File: src/rtl/hyperbus_phy2r.sv
// Packs PHY read words into AXI R beats, honouring AXI size, start address and length.
// Latency: one cycle from the accepted PHY word to R valid, through a registered beat buffer.
// Backpressure: PHY is stalled outside Fill; R beat held stable while axi_ready_i is low. Option: HYPERBUS_PHY2R_ZERO_FILL_EN.
module hyperbus_phy2r #(
    parameter int AxiDataWidth = 64,
    parameter int NumPhys      = 2,
    parameter int BurstLength  = 8,
    parameter int AddrWidth    = $clog2(AxiDataWidth/8)
) (
    input  logic                     clk_i,
    input  logic                     rst_ni,
    input  logic [2:0]               size,
    input  logic [AddrWidth-1:0]     start_addr,
    input  logic [BurstLength-1:0]   len,
    input  logic                     is_a_read,
    input  logic                     trans_handshake,
    input  logic                     phy_valid_i,
    output logic                     phy_ready_o,
    input  logic [16*NumPhys-1:0]    data_i,
    input  logic                     last_i,
    output logic                     axi_valid_o,
    input  logic                     axi_ready_i,
    output logic [AxiDataWidth-1:0]  data_o,
    output logic                     last_o
);

    localparam int PhyBytes = 2 * NumPhys;
    localparam int PhyW     = 16 * NumPhys;
    localparam logic [AddrWidth:0]   PhyBytesExt = (AddrWidth+1)'(PhyBytes);
    localparam logic [AddrWidth-1:0] PhyBytesA   = AddrWidth'(PhyBytes);
    localparam logic [AddrWidth-1:0] PhyMask     = AddrWidth'(PhyBytes - 1);
    localparam logic [AddrWidth:0]   OneExt      = (AddrWidth+1)'(1);

    typedef enum logic [1:0] {
        Idle = 2'd0,
        Fill = 2'd1,
        Send = 2'd2
    } state_e;

    state_e                   state_q, state_d;
    logic [2:0]               size_q, size_d;
    logic [BurstLength-1:0]   len_q, len_d;
    logic [AddrWidth-1:0]     byte_idx_q, byte_idx_d;
    logic [AddrWidth-1:0]     phy_idx_q, phy_idx_d;
    logic [BurstLength-1:0]   beat_cnt_q, beat_cnt_d;
    logic                     phy_last_q, phy_last_d;
    logic [AxiDataWidth-1:0]  buf_q, buf_d;

    logic [2:0]               size_eff;
    logic [AddrWidth:0]       nbytes;
    logic [AddrWidth:0]       beat_end;
    logic [AddrWidth:0]       phy_next;
    logic [AddrWidth-1:0]     byte_next;
    logic [AddrWidth-1:0]     word_base;
    logic                     narrow;
    logic                     in_held_word;
    logic                     beat_last;
    logic                     new_read;

    // A size wider than the bus cannot be legal AXI; clamp so the beat arithmetic stays in range.
    assign size_eff     = (int'(size_q) > AddrWidth) ? 3'(AddrWidth) : size_q;
    assign nbytes       = OneExt << size_eff;
    assign beat_end     = ({1'b0, byte_idx_q} & ~(nbytes - OneExt)) + nbytes;
    assign phy_next     = {1'b0, phy_idx_q} + PhyBytesExt;
    assign byte_next    = beat_end[AddrWidth-1:0];
    assign word_base    = phy_idx_q - PhyBytesA;
    assign narrow       = nbytes < PhyBytesExt;
    assign in_held_word = (byte_next & ~PhyMask) == word_base;
    assign beat_last    = (beat_cnt_q == len_q) || phy_last_q;
    assign new_read     = trans_handshake && is_a_read;

    assign phy_ready_o  = (state_q == Fill);
    assign axi_valid_o  = (state_q == Send);
    assign data_o       = (state_q == Send) ? buf_q : '0;
    assign last_o       = (state_q == Send) && beat_last;

    always_comb begin
        state_d    = state_q;
        size_d     = size_q;
        len_d      = len_q;
        byte_idx_d = byte_idx_q;
        phy_idx_d  = phy_idx_q;
        beat_cnt_d = beat_cnt_q;
        phy_last_d = phy_last_q;
        buf_d      = buf_q;

        unique case (state_q)
            Idle: begin
                if (new_read) begin
                    state_d = Fill;
                end
            end
            Fill: begin
                if (phy_valid_i) begin
                    buf_d[{phy_idx_q, 3'b000} +: PhyW] = data_i;
                    phy_idx_d  = phy_next[AddrWidth-1:0];
                    phy_last_d = phy_last_q | last_i;
                    if (phy_next >= beat_end || last_i) begin
                        state_d = Send;
                    end
                end
            end
            Send: begin
                if (axi_ready_i) begin
                    beat_cnt_d = beat_cnt_q + 1'b1;
                    byte_idx_d = byte_next;
                    if (beat_last) begin
                        state_d = new_read ? Fill : Idle;
                    end else if (narrow && in_held_word) begin
                        state_d = Send;
                    end else begin
                        state_d = Fill;
                    end
                end
            end
            default: state_d = Idle;
        endcase

        // A new read is accepted in Idle or alongside the final beat handshake.
        if (new_read && ((state_q == Idle) ||
                         (state_q == Send && axi_ready_i && beat_last))) begin
            size_d     = size;
            len_d      = len;
            byte_idx_d = start_addr;
            phy_idx_d  = start_addr & ~PhyMask;
            beat_cnt_d = '0;
            phy_last_d = 1'b0;
        end

`ifdef HYPERBUS_PHY2R_ZERO_FILL_EN
        if (state_d == Fill && state_q != Fill) begin
            buf_d = '0;
        end
`endif
    end

    always_ff @(posedge clk_i or negedge rst_ni) begin
        if (!rst_ni) begin
            state_q    <= Idle;
            size_q     <= '0;
            len_q      <= '0;
            byte_idx_q <= '0;
            phy_idx_q  <= '0;
            beat_cnt_q <= '0;
            phy_last_q <= 1'b0;
            buf_q      <= '0;
        end else begin
            state_q    <= state_d;
            size_q     <= size_d;
            len_q      <= len_d;
            byte_idx_q <= byte_idx_d;
            phy_idx_q  <= phy_idx_d;
            beat_cnt_q <= beat_cnt_d;
            phy_last_q <= phy_last_d;
            buf_q      <= buf_d;
        end
    end

endmodule

File: config.mk
export PLATFORM = sky130hd
export DESIGN_NAME = hyperbus_phy2r
export DESIGN_NICKNAME = d
export VERILOG_FILES = /design/src/rtl/hyperbus_phy2r.sv
export SDC_FILE = /design/constraint.sdc
export NUM_CORES = 1
export LEC_CHECK = 0
export BUFFER_PORTS_ARGS = -buffer_cell sky130_fd_sc_hd__buf_4
export CORE_MARGIN = 10
export CORE_UTILIZATION = 52
export CTS_BUF_LIST = sky130_fd_sc_hd__clkbuf_16
export DETAILED_ROUTE_END_ITERATION = 8
export GPL_ROUTABILITY_DRIVEN = 0
export GPL_TIMING_DRIVEN = 1
export PLACE_DENSITY = 0.86
export SYNTH_ARGS = -nofsm -noshare
export SYNTH_HDL_FRONTEND = slang
export SYNTH_SLANG_ARGS = --single-unit
File: constraint.sdc
create_clock -name clk_i -period 3.56 [get_ports clk_i]
set_input_delay 0 -clock clk_i [delete_from_list [all_inputs] [get_ports clk_i]]
set_output_delay 0 -clock clk_i [all_outputs]
set_load 0.05 [all_outputs]
# ---- After elaboration in Yosys (flattened, before gate mapping)
# Index checks and enable logic that the tools add are counted.
dict set report totals {
  regBits 92
  in_bits 53
  wordCells 72
  out_inout_bits 67
}
dict set report classes {
  n_reduce_logical 18
  shifts 3
  n_bitwise 3
  mux 23
  add_sub_neg 6
  order_cmp 3
  eq_ne 8
}
# cell n
set ops {}
lappend ops {{bitwise mux 64 bit} 1}
lappend ops {{two-way mux 64 bit} 1}
lappend ops {{variable shift 32 x 8 -> 64 bit, first input constant} 1}
lappend ops {{variable part select 32 x 8 -> 64 bit} 1}
lappend ops {{two-way mux 8 bit} 3}
lappend ops {{two-way mux 3 bit} 7}
lappend ops {{two-way mux 2 bit} 6}
lappend ops {{adder 8 x 1 -> 8 bit, second input constant} 1}
lappend ops {{== test 8 bit} 1}
lappend ops {{negation 6 -> 8 bit} 1}
lappend ops {{nonzero test 2 bit} 4}
lappend ops {{logical AND 1 bit} 6}
lappend ops {{one-hot mux 2 bit (3 select lines)} 1}
lappend ops {{AND reduction 2 bit} 3}
lappend ops {{adder 3 x 3 -> 4 bit, second input constant} 1}
lappend ops {{adder 4 bit} 1}
lappend ops {{AND 3 x 4 -> 4 bit} 1}
lappend ops {{greater-or-equal comparator 4 bit} 1}
lappend ops {{< comparator 4 x 3 -> 1 bit, second input constant} 1}
lappend ops {{two-way mux 1 bit} 4}
lappend ops {{inequality test 2 x 1 -> 1 bit, second input constant} 2}
lappend ops {{inequality test 2 bit, second input constant} 2}
lappend ops {{inverter 4 bit} 1}
lappend ops {{AND reduction 4 bit} 1}
lappend ops {{10 further kinds} 12}

# ---- Logic depth before layout (Yosys ltp)
# Gate-level depths: netlist of the first run.
dict set report logic_depth {
  word_depth 13
  ltp_mapped 11
  ltp_nobuf 11
}

# ---- Worst setup path before layout of the first run
# Ideal clock, no wire load.
dict set report synth_timing {
  path_kind {register to register}
  from {reg size_q[0]}
  to {reg state_q[1]}
  path_stages_with_launch 11
  setup_slack_ns 1.064
  n_path_buf 1
  t_required_ns 3.466
  setup_ns 0.094
  synth_period_minus_slack_ns 2.496
  arrival_time_ns 2.402
  path_cell_list {dfrtp_1 -> buf_6 -> or3_2 -> ha_1 -> a41oi_1 -> xor2_2 -> ha_1 -> nand3b_1 -> a211oi_1 -> nor2_1 -> a211oi_1}
}
dict set report synth_via {
  elab_chain_len 13
  elab_cells_between_ends 18
  cone_classes {add/sub (2); order compare (3); eq/ne (2); shift (1); mux (5); bitwise (2); reduce/logical (3)}
}
# item line_no
set synth_rtl {}
lappend synth_rtl {{start: declaration} 41} ;# logic [2:0] size_q, size_d;
lappend synth_rtl {{start signal: assignment} 149} ;# size_q <= size_d;
lappend synth_rtl {{> comparator 3 x 2 -> 1 bit} 61} ;# assign size_eff = (int'(size_q) > AddrWidth) ? 3'(AddrWidth) : size_q;
lappend synth_rtl {{two-way mux 3 bit (*)} 61}
lappend synth_rtl {{<< shifter 1 x 3 -> 4 bit (*)} 62} ;# assign nbytes = OneExt << size_eff;
lappend synth_rtl {{subtractor 4 x 1 -> 4 bit} 63} ;# assign beat_end = ({1'b0, byte_idx_q} & ~(nbytes - OneExt)) + nbytes;
lappend synth_rtl {{inverter 4 bit} 63}
lappend synth_rtl {{AND 3 x 4 -> 4 bit} 63}
lappend synth_rtl {{adder 4 bit} 63}
lappend synth_rtl {{== test 3 bit} 68} ;# assign in_held_word = (byte_next & ~PhyMask) == word_base;
lappend synth_rtl {{logical AND 1 bit} 109} ;# end else if (narrow && in_held_word) begin
lappend synth_rtl {{two-way mux 2 bit} 109}
lappend synth_rtl {{two-way mux 2 bit} 107} ;# if (beat_last) begin
lappend synth_rtl {{two-way mux 2 bit} 104} ;# if (axi_ready_i) begin
lappend synth_rtl {{one-hot mux 2 bit (3 select lines)} 87} ;# unique case (state_q)
lappend synth_rtl {{end signal: assignment} 139} ;# state_q <= Idle;
lappend synth_rtl {{end signal: assignment} 148} ;# state_q <= state_d;
lappend synth_rtl {{end: declaration} 40} ;# state_e state_q, state_d;
# Mark *: on every way between the ends. The rest lies on a longest branch, timed or not. The select of a mux whose other input is x is not followed.
# A chain may end at the register's enable or synchronous reset.

# ---- Worst setup path in the final report of the first run
dict set report layout_timing {
  from {reg size_q[2]}
  to {reg state_q[1]}
}
# Same word-level chain as after synthesis.

==> summary by stage, run 1 <==
Run status
The flow ran to the end, and the final reports show no timing, DRC or antenna violations.

Clock network
TritonCTS built the clock tree. Post-CTS repair changed the size of 0 cells. The number of buffers between clock root and the deepest sink is 2. The library cell used as clock root buffer is sky130_fd_sc_hd__clkbuf_16. The H-tree was split into 3 levels. For this design, the sink count on the clock tree is 90. The insertion delay to the later sink of the worst-skew pair is 0.33 ns. In this run, CTS created clock tree buffers numbering 9. The clock transition time at the flip-flop clock pins of the worst setup and hold paths is 0.06 ns.

Die
For this configuration, the core starts out at a cell density of 52.9%. The core region is 8130 um^2. The die width is 111 um. 120 I/O pins were placed.

From bottom edge to top edge, the die measures 111 um. The die area is 12300 um^2. Row generation in the floorplan step produced 33 rows.

Cells and area
The final layout contains 576 nets. The post-route non-filler standard cell count is 626. The area growth from synthesis to layout is 42.4%. The filler cells instantiated in the layout total 553. In the final layout, the share of cells above drive strength 1 is 43.6%. The antenna cell count is 0.

In the layout the commonest cells are 124 x sky130_fd_sc_hd__buf_4, 90 x sky130_fd_sc_hd__dfrtp_1, 80 x sky130_fd_sc_hd__mux2_2. In the final layout, the multi-input gates occupy 1970 um^2. The library cell used most frequently in the layout, excluding fill and tap cells, is sky130_fd_sc_hd__buf_4. In the final layout, flip-flops and latches occupy 2250 um^2.

Once layout is done, the placed cells without fillers occupy 6130 um^2.

Pwr
The static leakage is 2.90 nW. The worst voltage drop across the vdd grid is 428 uV. Sequential cells account for 32.8% of the total power. Cell internal power was estimated by the tool at 3.37 mW. Dividing total power by cell area gives a power density of 904 nW/um^2. The switching part of the total power is 39.3%. Per report_power, the combinational group accounts for 46.9% of the total. The analysis attributes to net switching a power of 2.18 mW. The clock network power share is 20.3%.

Synthesis
For this run, the number of Yosys warnings is 0. The main flop type after synthesis is sky130_fd_sc_hd__dfrtp_1. The fraction of post-synthesis cell area in the top cell type by area is 52.3%. The number of cells produced by synthesis is 351. The number of flops mapped to enable cells by yosys is 0. The number of distinct library cell variants in the gate-level netlist after synthesis is 40. Counting every net in the synthesized netlist gives 410. The netlist area before placement is 4310 um^2. Ranked by total cell area, the synthesized netlist is headed by sky130_fd_sc_hd__dfrtp_1 52%, sky130_fd_sc_hd__mux2_2 21%, sky130_fd_sc_hd__and2_1 9.6%. The number of register bits inferred by synthesis is 90.

For this run, asynchronously set or reset flops after synthesis account for 100%. The cell accounting for the most synthesized area is sky130_fd_sc_hd__dfrtp_1. The average instance in the mapped netlist occupies 12.3 um^2. The fraction of the yosys area taken by sequential cells is 52.3%.

Worst setup path
The endpoint kind of the worst setup timing path is a flop. The critical path launch point type is a flop. The required arrival time at the worst endpoint is 3.79 ns. The biggest fanout along the worst timing path is 7. The worst path arrival time is 3.07 ns. The type of the worst setup path is flop to flop.

GRT
The first global-routing pass estimated 18100 um of wire. The initial antenna violation count came to 0. The remaining global-route overflow is 0. The number of global-route vias before repair was 3501.

Entering global routing, the biggest net connects 65 pins. Global routing consumed, over all layers together, 17.7% of the routing resources.

Routing
After detailed routing, the wire length on met1 is 4370 um. The number of design rule violations left after detail routing is 0. The routed via count is 3189. In the detailed route, the total length drawn on met2 is 5650 um. The mean routed wirelength per cell is 17.2 um. The sum of met3 wire segment lengths after detailed routing is 631 um. Signal routing reaches up to met4. For this block, the initial DRC count from the detailed router was 99. The first-pass iteration count of the detailed router is 4. The number of vias per cell is 5.09. Wires add up to 10800 um. The detail route stage leaves a number of antenna-violating nets equal to 0.

STA
The number of setup violations in the final report is 0. The achievable frequency is 0.352 GHz. On the final layout, the worst clock skew is 0.00808 ns. The final hold violation count is 0. Measured against its own limit, the worst slew margin works out to 46.5%.

The time the final worst path needs with I/O delays and setup is 2.84 ns. The max-slew violation count is 0. Setup repair after global routing left no endpoint under its margin. The setup TNS after final layout is 0 ns.

The final critical-path share of the clock period is 79.9%. The actual transition at the worst max-transition pin is 0.803 ns.

Placed design
The number of instances in the placed design is 563. After detailed placement, the total cell area comes to 5300 um^2. The HPWL after detailed placement is 7420 um.

Input and output buffers added on the ports amount to 119.

Flow run
Across the run, the number of max-cap violations was 0.

Min path
In this run the worst hold path is classified as input pin to flop.
## routing by layer
layer  vias up  track usage [%]
met2        91             31.2
li1       1521                -
met5         -                0
met1      1568             20.6
met4         0             5.30
met3         9             4.65
## power groups by stage
stage | combinational, mW | clock (mW) | sequential [mW]
detailed placement | 2.56 | 0 | 1.84
finish | 2.60 | 1.13 | 1.82
global route | 2.79 | 1.19 | 1.89
global placement | 2.49 | 0 | 1.80
floorplan | 1.95 | 0 | 1.71
CTS | 2.62 | 1.14 | 1.82
## cell type report
type                    instances  area share, %
repair buffers                172           23.0
clock buffers                   9           3.67
clock inverters                 6           2.14
flip-flops and latches         90           36.7
multi-input cells             240           32.1
inverters                       4          0.245
well taps                     105           2.14
## flip-flops by register name, summed over array words and instances (netlist names)
signal / cells
phy_last_q: 1
phy_idx_q: 1
byte_idx_q: 3
size_q: 3
beat_cnt_q: 8
state_q: 2
len_q: 8
buf_q: 64
## logic make-up after synthesis
group	count (synthesis)	synth area share, %
AOI/OAI and AO/OA	18	2.85
xor gates and xnor gates	18	3.84
and+or+nand+nor	116	15.5
buffers and inverters	21	2.32
muxes	82	21.5
adders and majority gates	6	1.74
DFF	90	52.3
## cells in the mapped netlist, types with 2 or more instances
library cell                n
sky130_fd_sc_hd__dfrtp_1   90
sky130_fd_sc_hd__mux2_2    80
sky130_fd_sc_hd__and2_1    66
sky130_fd_sc_hd__nor2_1    16
sky130_fd_sc_hd__nand2_1   12
sky130_fd_sc_hd__xor2_1    11
sky130_fd_sc_hd__buf_2      8
sky130_fd_sc_hd__clkbuf_1   7
sky130_fd_sc_hd__ha_1       6
sky130_fd_sc_hd__xnor2_1    6
sky130_fd_sc_hd__nor3_1     5
sky130_fd_sc_hd__a21oi_1    4
sky130_fd_sc_hd__inv_1      4
sky130_fd_sc_hd__a211oi_1   3
sky130_fd_sc_hd__nor2b_1    3
sky130_fd_sc_hd__a41oi_1    2
sky130_fd_sc_hd__nand2b_1   2
sky130_fd_sc_hd__o21ai_0    2
sky130_fd_sc_hd__o21ai_1    2
sky130_fd_sc_hd__or3_1      2
## stage by stage
stage | hold WS, ns | power [mW] | worst slack (ns) | utilization [%]
final | 0.0352 | 5.55 | 0.717 | 75.4
after global routing | 0.0534 | 5.88 | 0.494 | 75.4
after CTS | 0.0362 | 5.58 | 0.770 | 75.4
after detailed placement | 0.143 | 4.40 | 0.826 | 65.1
after global placement | 0.132 | 4.28 | 0.959 | 65.1
after floorplan | -0.296 | 3.67 | 1.06 | -
## what timing repair did
action                                 in CTS  in global routing
endpoints found under the hold margin     143                  0
buffers inserted                            0                  0
setup endpoints to repair                   0                  0
hold buffers                               48                  0
## worst max-delay path, stage by stage (launching register included)
cell                       delay (ns)
sky130_fd_sc_hd__dfrtp_1         0.45
sky130_fd_sc_hd__or3_2           0.55
sky130_fd_sc_hd__ha_1            0.32
sky130_fd_sc_hd__mux2i_1         0.16
sky130_fd_sc_hd__nor3b_1         0.08
sky130_fd_sc_hd__a221oi_1        0.29
sky130_fd_sc_hd__ha_1            0.24
sky130_fd_sc_hd__nor3_1          0.06
sky130_fd_sc_hd__a211oi_1        0.34
sky130_fd_sc_hd__nor2_1          0.07
sky130_fd_sc_hd__a211oi_1        0.19
## path summary, 6_finish.rpt
path                                start          to  slack [ns]  cells past startpoint
worst min register to register   buf_q[8]    buf_q[8]        0.50                      1
min in group asynchronous          rst_ni   buf_q[24]        0.33                      2
max in group asynchronous          rst_ni    buf_q[3]        2.35                      3
worst max register to register  size_q[2]  state_q[1]        0.72                     10
worst min-delay path            is_a_read  state_q[0]        0.04                      3
worst max-delay path            size_q[2]  state_q[1]        0.72                     10
(Power assumes the default switching activity.)
==> run 2, diff against run 1 <==
--- a/config.mk
+++ b/config.mk
@@ -7,12 +7,12 @@
 export LEC_CHECK = 0
 export BUFFER_PORTS_ARGS = -buffer_cell sky130_fd_sc_hd__buf_4
 export CORE_MARGIN = 10
-export CORE_UTILIZATION = 52
+export CORE_UTILIZATION = 47
 export CTS_BUF_LIST = sky130_fd_sc_hd__clkbuf_16
 export DETAILED_ROUTE_END_ITERATION = 8
 export GPL_ROUTABILITY_DRIVEN = 0
 export GPL_TIMING_DRIVEN = 1
-export PLACE_DENSITY = 0.86
+export PLACE_DENSITY = 0.82
 export SYNTH_ARGS = -nofsm -noshare
 export SYNTH_HDL_FRONTEND = slang
 export SYNTH_SLANG_ARGS = --single-unit
==> constraint.sdc (replaced) <==
create_clock -name clk_i -period 2.5 [get_ports clk_i]
set_input_delay 0 -clock clk_i [delete_from_list [all_inputs] [get_ports clk_i]]
set_output_delay 0 -clock clk_i [all_outputs]
set_load 0.05 [all_outputs]
==> summary by stage, run 2 (same netlist as run 1, synthesis figures left out) <==
Run status
The run finished, with violations left. The final reports fail on setup timing.

GRT
The largest net degree at the start of global routing is 91 (+40%). The number of global-route vias before repair is 3593 (+2.6%). The initial antenna violation count is 0 (unchanged).

The remaining global-route overflow is 0 (unchanged). The total routing resource utilization after global routing is 17.4% (-0.38 points). The wire length of the first global-routing pass is 18500 um (+1.7%).

STA
The time the final worst path needs with I/O delays and setup is 2.54 ns (-0.307 ns). The achievable frequency is 0.394 GHz (+12%). The worst hold slack is 0.111 ns (+0.0763 ns). The final critical-path share of the clock period came to 101% (+22 points).

The max-slew violation count is 0 (unchanged). The worst-case headroom to the max-slew limit is 26.5% (-20 points). Setup repair after global routing could not meet its margin everywhere.

The setup slack after layout is -0.0367 ns (-0.753 ns). The post-route clock skew is 0.00818 ns (+0.000104 ns). The final hold violation count is 0 (unchanged). The setup TNS after final layout came to -0.0367 ns (-0.0367 ns).

The number of setup violations in the final report is 1 (+1). The actual transition at the worst max-transition pin is 1.10 ns (+0.300 ns).

Flow run
The number of maximum-capacitance constraint violations is 0 (unchanged).

Worst setup path
The worst-path cell with the longest stage delay is sky130_fd_sc_hd__or3_4. The required arrival time at the worst endpoint came to 2.75 ns (-1.04 ns). The total number of cells along the worst setup path is 10 (unchanged). The delay contributed by the slowest stage of the critical path is 0.43 ns (-0.12 ns). The endpoint kind of the worst setup timing path is a flop.

The signal on the critical path passes through or3_4 -> ha_4 -> mux2i_1 -> nor3b_2 -> a221oi_2 -> ha_2 -> nor3_2 -> a211oi_2 -> nor2_1 -> a211oi_2. The worst path arrival time is 2.79 ns (-0.28 ns). The family of cells with the greatest summed delay on the critical path is simple AND/OR/NAND/NOR gates. The biggest fanout along the worst timing path is 3 (-4). The critical path launch point type is a flop. The number of buffer and inverter instances along the worst setup path is 0 (unchanged). The type of the worst setup path is flop to flop. The depth of the worst register-to-register path came to 10 (unchanged).

Among the stages of the critical path, the cell type that occurs most often is sky130_fd_sc_hd__a211oi_2.

Placed design
The total cell area at the placement stage is 5350 um^2 (+0.92%). The worst setup slack before clock tree synthesis was -0.254 ns (-1.08 ns). The number of port buffers was 119 (unchanged). The sum of net half-perimeters after detailed placement is 7620 um (+2.7%).

Cells and area
The largest registers in the layout are buf_q (64), beat_cnt_q (8), len_q (8). The commonest non-fill, non-tap cell in the layout is sky130_fd_sc_hd__buf_4. The proportion of layout cells with a drive suffix above 1 is 46.7% (+3.1 points). The number of nets in the layout is 583 (+1.2%).

The summed area of non-filler cells in the final layout is 6240 um^2 (+1.7%). More flip-flops sit in one register than any other, and that register is buf_q. The antenna cell count is 0 (unchanged). The number of flip-flops under the largest register name is 64 (unchanged). The area growth from synthesis to layout is 44.8%.

The top cell types in the final layout, fill and taps aside, are 130 x sky130_fd_sc_hd__buf_4, 90 x sky130_fd_sc_hd__dfrtp_1, 80 x sky130_fd_sc_hd__mux2_2.

Routing
The number of DRC violations after detailed-routing iteration 0 was 140 (+41%). The number of design rule violations left after detail routing was 0 (unchanged). The mean routed wirelength per cell is 17.6 um (+2.1%).

The number of nets still failing antenna checks after routing is 0 (unchanged). The final wirelength is 11200 um (+3.9%). The number of vias per cell is 5.05 (-0.83%). The routed via count was 3218 (+0.91%).

The first-pass iteration count of the detailed router is 4 (unchanged).

Clock network
The TritonCTS clock tree is built. The library cell used as clock root buffer is sky130_fd_sc_hd__clkbuf_16. The CTS buffer count is 9 (unchanged). The insertion delay to the later sink of the worst-skew pair was 0.34 ns (about the same). The total number of H-tree levels is 3 (unchanged).

The clock transition time at the flip-flop clock pins of the worst setup and hold paths came to 0.06 ns (about the same). The number of clock sinks came to 90 (unchanged). The number of buffers between clock root and the deepest sink is 2 (unchanged).

Die
The I/O pin count is 120 (unchanged). The number of standard-cell rows in the floorplan was 34 (+3.0%). The die span in y came to 116 um (+4.3%). The area inside the core boundary is 8810 um^2 (+8.3%). The die width was 116 um (+4.3%). The die area is 13400 um^2 (+8.7%). The initial cell density of the core is 48.9% (-4.0 points).

Pwr
The cell area power density is 1280 nW/um^2 (+42%). The static leakage is 2.94 nW (+1.3%). The worst voltage drop across the vdd grid is 606 uV (+42%).

Min path
The classification of the worst-slack hold path is input pin to flop. The worst hold path depth is 4 (+1).
[run 2: area by class of cell]
cell class                      count  area [um^2]
Fill cell                         600         2570
Sequential cell                    90         2250
Multi-Input combinational cell    240         2050
Timing Repair Buffer              179         1470
Clock buffer                        9          225
Tap cell                          108          135
Clock inverter                      7         93.8
Inverter                            4         15.0
[run 2: worst paths after layout]
kind	start	end	slack, ns
max in group asynchronous	rst_ni	len_q[3]	1.38
hold / removal	axi_ready_i	state_q[1]	0.11
setup / recovery	size_q[0]	state_q[1]	-0.04
setup reg to reg	size_q[0]	state_q[1]	-0.04
hold reg to reg	buf_q[60]	buf_q[60]	0.50
min in group asynchronous	rst_ni	buf_q[58]	0.43
[run 2: layer usage]
metal	share of wire [%]	global-route usage (%)	vias up	wire length, um
met5	0	0	-	0
met4	2.2	7.09	0	244
met3	7.2	4.70	19	811
met2	52	30.2	99	5770
met1	39	19.8	1567	4370
li1	-	-	1533	-
[run 2: tightest hold or removal path: cells and delay by family]
kind / cells / cell delay (ns)
AOI/OAI and AO/OA: 2 / 0.22
and+or+nand+nor: 1 / 0.08
buffers and inverters: 1 / 0.10
[run 2: where the power goes]
group	switching, mW	internal, mW
combinational	2.29	1.71
sequential	0.407	2.16
clock	0.570	0.876
[run 2: what timing repair did]
action | CTS | global route
hold endpoints to repair | 170 | 0
pin swaps | 5 | 6
setup endpoints to repair | 2 | 2
gates resized for setup | 10 | 6
hold buffers | 48 | 0
buffers inserted | 0 | 1
[run 2: through the flow]
stage	utilization (%)	power (mW)	cells
after floorplan	-	5.22	351
after CTS	70.4	7.96	636
final	70.8	8.00	637
after detailed placement	60.7	6.35	572
after global routing	70.8	8.48	637
after global placement	60.7	6.16	572
